`src/rtl/pg_switch_pkg.sv`:
```
// Shared types and defaults for the power-gate switch responder.
// The state encoding is fixed so the PMU can observe it in debug.
package pg_switch_pkg;

  typedef enum logic [2:0] {
    ON        = 3'd0,
    RAMP_DOWN = 3'd1,
    OFF       = 3'd2,
    RAMP_UP   = 3'd3,
    SETTLE    = 3'd4
  } pg_sw_state_e;

  localparam int PG_SW_NUM_SEG_DEF = 4;
  localparam int PG_SW_STEP_DEF    = 8;
  localparam int PG_SW_SETTLE_DEF  = 16;
  localparam int PG_SW_TIMEOUT_DEF = 256;

  // Sizes the shared step/settle/timeout counter for its longest use.
  function automatic int pg_sw_max3(input int a, input int b, input int c);
    int m;
    m = (a > b) ? a : b;
    return (m > c) ? m : c;
  endfunction

endpackage

```
`src/rtl/cdc_sync.sv`:
```
// Generic multi-flop synchronizer cell for single-bit asynchronous inputs.
// Only compiled when PG_SWITCH_CHAIN_ACK_EN is defined, its sole user here.
`ifdef PG_SWITCH_CHAIN_ACK_EN
module cdc_sync #(
  parameter int STAGES = 2
) (
  input  logic clk_i,
  input  logic rst_i,
  input  logic d,
  output logic q
);

  logic [STAGES-1:0] ff_q;

  always_ff @(posedge clk_i) begin
    if (rst_i) begin
      ff_q <= '0;
    end else begin
      ff_q <= {ff_q[STAGES-2:0], d};
    end
  end

  assign q = ff_q[STAGES-1];

endmodule
`endif

```
`src/rtl/pg_switch_step_timer.sv`:
```
// Reloadable down-counter; tick is high once the loaded count has elapsed.
// The owner reloads it on every step, so ticks come one every load_val+1 cycles.
module pg_switch_step_timer #(
  parameter int WIDTH = 8
) (
  input  logic             clk_i,
  input  logic             rst_i,
  input  logic             load,
  input  logic [WIDTH-1:0] load_val,
  output logic             tick
);

  logic [WIDTH-1:0] cnt_q;

  always_ff @(posedge clk_i) begin
    if (rst_i) begin
      cnt_q <= '0;
    end else if (load) begin
      cnt_q <= load_val;
    end else if (cnt_q != '0) begin
      cnt_q <= cnt_q - WIDTH'(1);
    end
  end

  assign tick = (cnt_q == '0);

endmodule

```
`src/rtl/pg_switch_responder.sv`:
```
// Sleep_send/sleep_ack responder that staggers NUM_SEG header-switch segments.
// Optional macro PG_SWITCH_CHAIN_ACK_EN: settle on synchronized chain_ack_i with timeout/err_o.
module pg_switch_responder
  import pg_switch_pkg::*;
#(
  parameter int NUM_SEG        = PG_SW_NUM_SEG_DEF,
  parameter int STEP_CYCLES    = PG_SW_STEP_DEF,
  parameter int SETTLE_CYCLES  = PG_SW_SETTLE_DEF,
  parameter int TIMEOUT_CYCLES = PG_SW_TIMEOUT_DEF,
  parameter int RESET_ON       = 1
) (
  input  logic                             clk_i,
  input  logic                             rst_i,
  input  logic                             sleep_req_i,
  output logic                             sleep_ack_o,
  output logic [NUM_SEG-1:0]               seg_en_o,
  input  logic                             chain_ack_i,
  output logic                             busy_o,
  output logic                             err_o,
  output logic [$clog2(NUM_SEG+1)-1:0]     seg_cnt_o
);

  localparam int CW = $clog2(NUM_SEG + 1);
  localparam int TW = $clog2(pg_sw_max3(STEP_CYCLES, SETTLE_CYCLES, TIMEOUT_CYCLES) + 1);

  localparam logic [TW-1:0] STEP_LD = TW'(STEP_CYCLES - 1);
`ifdef PG_SWITCH_CHAIN_ACK_EN
  localparam logic [TW-1:0] SETTLE_LD = TW'(TIMEOUT_CYCLES - 1);
`else
  localparam logic [TW-1:0] SETTLE_LD = TW'(SETTLE_CYCLES - 1);
`endif

  localparam pg_sw_state_e       RESET_STATE = (RESET_ON != 0) ? ON : OFF;
  localparam logic [CW-1:0]      RESET_CNT   = (RESET_ON != 0) ? CW'(NUM_SEG) : '0;
  localparam logic [NUM_SEG-1:0] RESET_SEG   = (RESET_ON != 0) ? {NUM_SEG{1'b1}} : '0;
  localparam logic               RESET_ACK   = (RESET_ON == 0);

  pg_sw_state_e       state_q, state_d;
  logic [CW-1:0]      seg_cnt_q, seg_cnt_d;
  logic [NUM_SEG-1:0] seg_en_q, seg_en_d;
  logic               ack_q, ack_d;
  logic               busy_q, busy_d;

  logic               step_down, step_up;
  logic               settle_exit, settle_tmo;
  logic               chain_sync;

  logic               tmr_load;
  logic [TW-1:0]      tmr_val;
  logic               tmr_tick;

  pg_switch_step_timer #(
    .WIDTH (TW)
  ) u_step_timer (
    .clk_i    (clk_i),
    .rst_i    (rst_i),
    .load     (tmr_load),
    .load_val (tmr_val),
    .tick     (tmr_tick)
  );

`ifdef PG_SWITCH_CHAIN_ACK_EN
  logic err_q;

  cdc_sync #(
    .STAGES (2)
  ) u_chain_sync (
    .clk_i (clk_i),
    .rst_i (rst_i),
    .d     (chain_ack_i),
    .q     (chain_sync)
  );

  always_ff @(posedge clk_i) begin
    if (rst_i) begin
      err_q <= 1'b0;
    end else if (settle_tmo) begin
      err_q <= 1'b1;
    end
  end

  assign err_o = err_q;
`else
  logic unused_chain_ack;

  assign unused_chain_ack = chain_ack_i;
  assign chain_sync       = 1'b0;
  assign err_o            = 1'b0;
`endif

  always_ff @(posedge clk_i) begin : state_reg
    if (rst_i) begin
      state_q   <= RESET_STATE;
      seg_cnt_q <= RESET_CNT;
      seg_en_q  <= RESET_SEG;
      ack_q     <= RESET_ACK;
      busy_q    <= 1'b0;
    end else begin
      state_q   <= state_d;
      seg_cnt_q <= seg_cnt_d;
      seg_en_q  <= seg_en_d;
      ack_q     <= ack_d;
      busy_q    <= busy_d;
    end
  end

  // A reversal steps immediately; same-direction steps wait for the timer tick.
  always_comb begin : next_state_comb
    state_d     = state_q;
    step_down   = 1'b0;
    step_up     = 1'b0;
    settle_exit = 1'b0;
    settle_tmo  = 1'b0;
    unique case (state_q)
      ON: begin
        if (sleep_req_i) step_down = 1'b1;
      end
      RAMP_DOWN: begin
        if (!sleep_req_i)  step_up   = 1'b1;
        else if (tmr_tick) step_down = 1'b1;
      end
      OFF: begin
        if (!sleep_req_i) step_up = 1'b1;
      end
      RAMP_UP: begin
        if (sleep_req_i)   step_down = 1'b1;
        else if (tmr_tick) step_up   = 1'b1;
      end
      SETTLE: begin
        if (sleep_req_i) begin
          step_down = 1'b1;
`ifdef PG_SWITCH_CHAIN_ACK_EN
        end else if (chain_sync) begin
          settle_exit = 1'b1;
        end else if (tmr_tick) begin
          settle_tmo = 1'b1;
`else
        end else if (tmr_tick) begin
          settle_exit = 1'b1;
`endif
        end
      end
      default: ;
    endcase

    if (step_down) begin
      state_d = (seg_cnt_q == CW'(1)) ? OFF : RAMP_DOWN;
    end else if (step_up) begin
      state_d = (seg_cnt_q == CW'(NUM_SEG - 1)) ? SETTLE : RAMP_UP;
    end else if (settle_exit || settle_tmo) begin
      state_d = ON;
    end
  end

  // Segments form a thermometer code of the count, so ramps never skip a pattern.
  always_comb begin : output_comb
    seg_cnt_d = seg_cnt_q;
    tmr_load  = 1'b0;
    tmr_val   = STEP_LD;
    if (step_down) begin
      seg_cnt_d = seg_cnt_q - CW'(1);
      tmr_load  = 1'b1;
    end else if (step_up) begin
      seg_cnt_d = seg_cnt_q + CW'(1);
      tmr_load  = 1'b1;
    end
    if ((state_d == SETTLE) && (state_q != SETTLE)) begin
      tmr_val = SETTLE_LD;
    end

    seg_en_d = '0;
    for (int i = 0; i < NUM_SEG; i++) begin
      seg_en_d[i] = (i < int'(seg_cnt_d));
    end

    unique case (state_d)
      OFF:     ack_d = 1'b1;
      ON:      ack_d = 1'b0;
      default: ack_d = ack_q;
    endcase

    busy_d = (state_d == RAMP_DOWN) || (state_d == RAMP_UP) || (state_d == SETTLE);
  end

  assign sleep_ack_o = ack_q;
  assign seg_en_o    = seg_en_q;
  assign seg_cnt_o   = seg_cnt_q;
  assign busy_o      = busy_q;

endmodule

```
`config.mk`:
```
export PLATFORM = sky130hd
export DESIGN_NAME = pg_switch_responder
export DESIGN_NICKNAME = d
export VERILOG_FILES = /design/src/rtl/pg_switch_pkg.sv /design/src/rtl/cdc_sync.sv /design/src/rtl/pg_switch_step_timer.sv /design/src/rtl/pg_switch_responder.sv
export SDC_FILE = /design/constraint.sdc
export NUM_CORES = 1
export LEC_CHECK = 0
export BUFFER_PORTS_ARGS = -buffer_cell sky130_fd_sc_hd__buf_2
export CAP_MARGIN = 40
export CORE_UTILIZATION = 30
export CTS_CLUSTER_DIAMETER = 60
export DETAILED_ROUTE_END_ITERATION = 16
export HOLD_SLACK_MARGIN = 0.08
export PLACE_DENSITY = 0.53
export SLEW_MARGIN = 5
export SYNTH_ARGS = -nofsm -noshare
export SYNTH_HDL_FRONTEND = slang
export SYNTH_SLANG_ARGS = --single-unit
export TNS_END_PERCENT = 1
```
`constraint.sdc`:
```
create_clock -name clk_i -period 3.27 [get_ports clk_i]
set_input_delay 0.1635 -clock clk_i [delete_from_list [all_inputs] [get_ports clk_i]]
set_output_delay 0.1635 -clock clk_i [all_outputs]
set_load 0.02 [all_outputs]
```
# == Word-level counts from Yosys, hierarchy flattened ==
# Index checks and enable logic that the tools add are counted.
# totals
reg_bits,21
output_inout_bits,10
word_cells,56
# classes
add_sub_neg,3
magnitude_cmp,4
eq_ne,11
n_mux,21
n_reduce_logical,11
# ops
cell,count
$mux W3,6
$mux W9,2
$eq A3 B2 Y1 const B,5
$eq A3 B1 Y1 const B,3
$logic_not A9 Y1,1
$reduce_bool A9 Y1,1
$sub A9 B1 Y9 const B,1
$mux W1,8
$eq A3 B3 Y1 const B,2
$logic_not A3 Y1,2
$lt A1 B3 Y1 const A,2
$lt A2 B3 Y1 const A,2
$pmux W1 S2,3
$mux W4,1
$reduce_bool A2 Y1,2
$add A3 B1 Y3 const B,1
$ne A3 B3 Y1 const B,1
$reduce_or A3 Y1,1
$sub A3 B1 Y3 const B,1
$logic_or A1 B1 Y1,2
$mux W2,1
$reduce_or A2 Y1,1
$logic_and A1 B1 Y1,1

# == Longest topological paths before layout ==
# depth
word_depth,11
ltp_mapped,8
mapped_depth_nobuf,7

# == Modules after synthesis ==
# From an unflattened synthesis, not the netlist that was laid out.
# hier_totals
hier_cells,140
hier_area_um2,1197.4
# by_module_without_submodules
mod,instances,cells_each,area_each_um2,seq_area_each_um2
pg_switch_responder,1,78,683.2,220.2
pg_switch_step_timer,1,62,514.2,180.2

# == Worst setup path after synthesis ==
# No wires, ideal clock.
# synth_path
path_type,reg2reg
startpoint,"register seg_cnt_q[0], in the netlist seg_cnt_o[0]"
endpoint,"register seg_en_q[0], in the netlist seg_en_o[0]"
t_arrival_ps,1715
required_time_ps,3135
setup_slack_ps,1420
stages_incl_launch_ff,7
path_buffers,0
period_less_slack_ps,1850
path_cell_list,dfxtp_1 -> inv_1 -> ha_1 -> or4_1 -> o221ai_1 -> and2_1 -> o21ai_0
# synth_between
elab_chain_len,4
# synth_lines
element,line,rtl
from (decl),pg_switch_responder.sv:39,"logic [CW-1:0] seg_cnt_q, seg_cnt_d;"
from (signal assigned),pg_switch_responder.sv:100,seg_cnt_q <= seg_cnt_d;
$add A3 B1 Y3,pg_switch_responder.sv:164,seg_cnt_d = seg_cnt_q + CW'(1);
$mux W3,pg_switch_responder.sv:163,end else if (step_up) begin
$mux W3 *,pg_switch_responder.sv:160,if (step_down) begin
$lt A1 B3 Y1 *,pg_switch_responder.sv:173,seg_en_d[i] = (i < int'(seg_cnt_d));
to (signal assigned),pg_switch_responder.sv:101,seg_en_q <= seg_en_d;
to (decl),pg_switch_responder.sv:40,"logic [NUM_SEG-1:0] seg_en_q, seg_en_d;"
# Every way passes the cells marked *; elsewhere a longest branch is shown, timed or not.
# A chain may end at the register's enable or synchronous reset.

# == Final worst setup path ==
# layout_path
startpoint,register state_q[1]
endpoint,"register seg_en_q[2], in the netlist seg_en_o[2]"
# layout_between
elab_chain_len,6
# layout_lines
element,line,rtl
from (decl),pg_switch_responder.sv:38,"pg_sw_state_e state_q, state_d;"
from (signal assigned),pg_switch_responder.sv:99,state_q <= state_d;
$eq A3 B2 Y1 / $eq A3 B1 Y1 (equally long branches),pg_switch_responder.sv:114,unique case (state_q)
$reduce_or A2 Y1 (no source line),-,
$pmux W1 S2,pg_switch_responder.sv:114,
$mux W3,pg_switch_responder.sv:163,
$mux W3 *,pg_switch_responder.sv:160,
$lt A2 B3 Y1 *,pg_switch_responder.sv:173,
# Marked as above.

==> reports/qor.txt <==
Non-Filler Instances -> 200
Global routing's busiest layer -> met2
Least-Margin Pin Slew -> 0.636 ns
Routed vias/inst -> 5.20
Placed Cells -> 196
Post-route ant nets -> 0
Post CTS Setup Buffer Count -> 0
Root buffer cell -> clkbuf_8
CP arrival -> 2.38 ns
Vias in the first global route -> 1014
Routability cong. -> 0.769
Clk sink count -> 20
Grt ovf -> 0
# IOs -> 14
Final setup viols -> 0
Num CTS Buffers -> 3
Status -> completed
Final clock skew -> 0.00753 ns
Wire length per cell -> 13.0 um
Crit path time final -> 2.19 ns
Clock buffer depth -> 2
# resized after CTS -> 0
Max Cap Viol -> 0
Area grow syn2layout -> 9.26%
Max Fclk -> 456 MHz
Crit end category -> flip-flop
Routing usage on met1 -> 18.3%
Antenna cell count -> 0
Relative max-transition margin -> 57.2%
Die W -> 66.0 um
Total number of vias -> 1039
TritonRoute pass-1 iters -> 4
Syn nets -> 157
Final hold violations -> 0
Top cells by count, synth -> dfxtp_1, nand2_1, inv_1, nor2_1
Share of layout cells above drive strength 1 -> 15.8%
Final Max Slew Viols -> 0
Final cycle utilization of the critical path -> 67.1%
# DRC -> 0
Unrepaired setup endpoints after global routing -> false
CTS tree -> done
Cell variety after synth -> 49
Largest net degree at the start of global routing -> 20
Post-detail-place hpwl -> 1840 um
Met3 GRT Util -> 4.31%
Post-CTS Hold Fix Bufs -> 0
Rows -> 22
Setup TNS Final -> 0 ns
All-Layer GR Usage -> 13.7%
Register area -> 400 um^2
# fillers -> 402
Clock Latency Late Sink -> 0.26 ns
Synth Flop Type -> dfxtp_1
Clock Pin Slew Worst Setup and Hold Paths -> 0.08 ns
Area of the multi-input gates -> 736 um^2
Die area -> 4360 um^2
Setup CP Type -> reg2reg
Global-route wire length before repair -> 4610 um
Top post-synthesis cells by area -> dfxtp_1, ha_1, nand2_1
WP data required -> 3.46 ns
Yosys reg bits -> 20
M2 GR Usage -> 21.7%
Final nets -> 163
Startpoint types -> flip-flop
Lkg Pwr -> 0.000532 uW
Async S/R FF share, synth -> 0%
Cell Area, Synth -> 1230 um^2
Cell taking the most area after synthesis -> dfxtp_1
Cells after synthesis -> 147
Sequential area share after synthesis -> 32.6%
H-Tree Depth -> 1
Ys Warns -> 0
Yosys top cell area share -> 32.6%
Initial Utilization -> 32.4%
Top-count cell post-synth -> dfxtp_1
PD cells -> 732 nW/um^2
Initial antenna violation count -> 0
Synthesized area per cell -> 8.37 um^2
Core area -> 3800 um^2
Iteration-0 DRC Markers -> 80
Routed wire length -> 2590 um
Number of I/O port buffers -> 11
Hold Path Class -> in2reg
Max VDD drop -> 0.312 mV
Number of synthesized flops with an enable pin -> 0
Crit-path max FO -> 12
Die Y -> 66.0 um
worst max-delay path, stage by stage (launching register included):
cell	delay, ns
dfxtp_1	0.58
nor2_1	0.19
a2111oi_2	0.50
nand2_1	0.36
mux2_2	0.36
o21ai_0	0.12
layout make-up:
| cell class | instances | share of cell area (%) |
|---|---|---|
| clock buffer | 4 | 4.10 |
| inverter | 10 | 2.79 |
| multi-input combinational | 107 | 54.7 |
| sequential | 20 | 29.8 |
| tap | 48 | 4.47 |
| timing repair buffer | 11 | 4.10 |
logic make-up (layout without fill, tap and decap cells):
group	count (synthesis)	in the layout	synth area share [%]
other cells	1	1	0.305
compound gates	29	29	18.3
fa+ha+maj	6	6	6.10
xor+xnor	8	8	5.70
buf+inv	20	25	7.63
flops	20	20	32.6
simple gates	60	60	26.9
mux	3	3	2.54
cells in the final DEF (no fill, tap or decap), types with 2 or more instances in the layout:
| cell | n |
|---|---|
| dfxtp_1 | 20 |
| nand2_1 | 13 |
| buf_2 | 11 |
| inv_1 | 10 |
| nor2_1 | 10 |
| nand3_1 | 8 |
| nor3_1 | 8 |
| a21oi_1 | 6 |
| ha_1 | 6 |
| xnor2_1 | 4 |
| o21ai_0 | 4 |
| xor2_1 | 4 |
| clkbuf_8 | 4 |
| nor4b_1 | 3 |
| nor2b_1 | 2 |
| o211ai_2 | 2 |
| mux2i_1 | 2 |
| o221ai_1 | 2 |
| and2_1 | 2 |
| and3_1 | 2 |
| a211oi_1 | 2 |
| or4_1 | 2 |
state kept, by name, indices dropped and copies added, names as in the netlist:
register and count:
busy_o 1, seg_cnt_o 3, seg_en_o 3, sleep_ack_o 1, state_q 3, u_step_timer.cnt_q 9
stage by stage:
step	instance area, um^2	utilization (%)	power, uW	setup WS, ns	hold slack, ns
after global routing	1340	35.4	1070	0.838	0.310
after detailed placement	1290	33.9	795	1.09	0.465
after floorplan	1230	-	707	1.42	0.462
final	1340	35.4	983	1.08	0.301
after CTS	1340	35.4	992	1.08	0.300
after global placement	1290	33.9	787	1.09	0.453
path summary, 6_finish.rpt:
kind	startpoint	endpoint	slack (ns)	cells after the start
max reg2reg	state_q[1]$_SDFF_PP0_	seg_en_o[2]$_SDFF_PP1_	1.08	5
min reg2reg	sleep_ack_o$_SDFFE_PP0P_	sleep_ack_o$_SDFFE_PP0P_	0.47	2
max	state_q[1]$_SDFF_PP0_	seg_en_o[2]$_SDFF_PP1_	1.08	5
min	rst_i	seg_cnt_o[1]$_SDFF_PP0_	0.30	2
where the power goes:
part	total (uW)	switching, uW	internal, uW	leakage [uW]
Combinational	432	250	182	0.000338
Sequential	360	63.6	297	0.000165
Clock	191	84.1	107	0.0000288
routing by layer:
| layer | vias to the layer above | wire length (um) |
|---|---|---|
| met3 | 2 | 129 |
| met5 | - | 0 |
| met4 | 0 | 8 |
| met2 | 25 | 1150 |
| met1 | 481 | 1300 |
| li1 | 531 | - |
(Power assumes the default switching activity.)
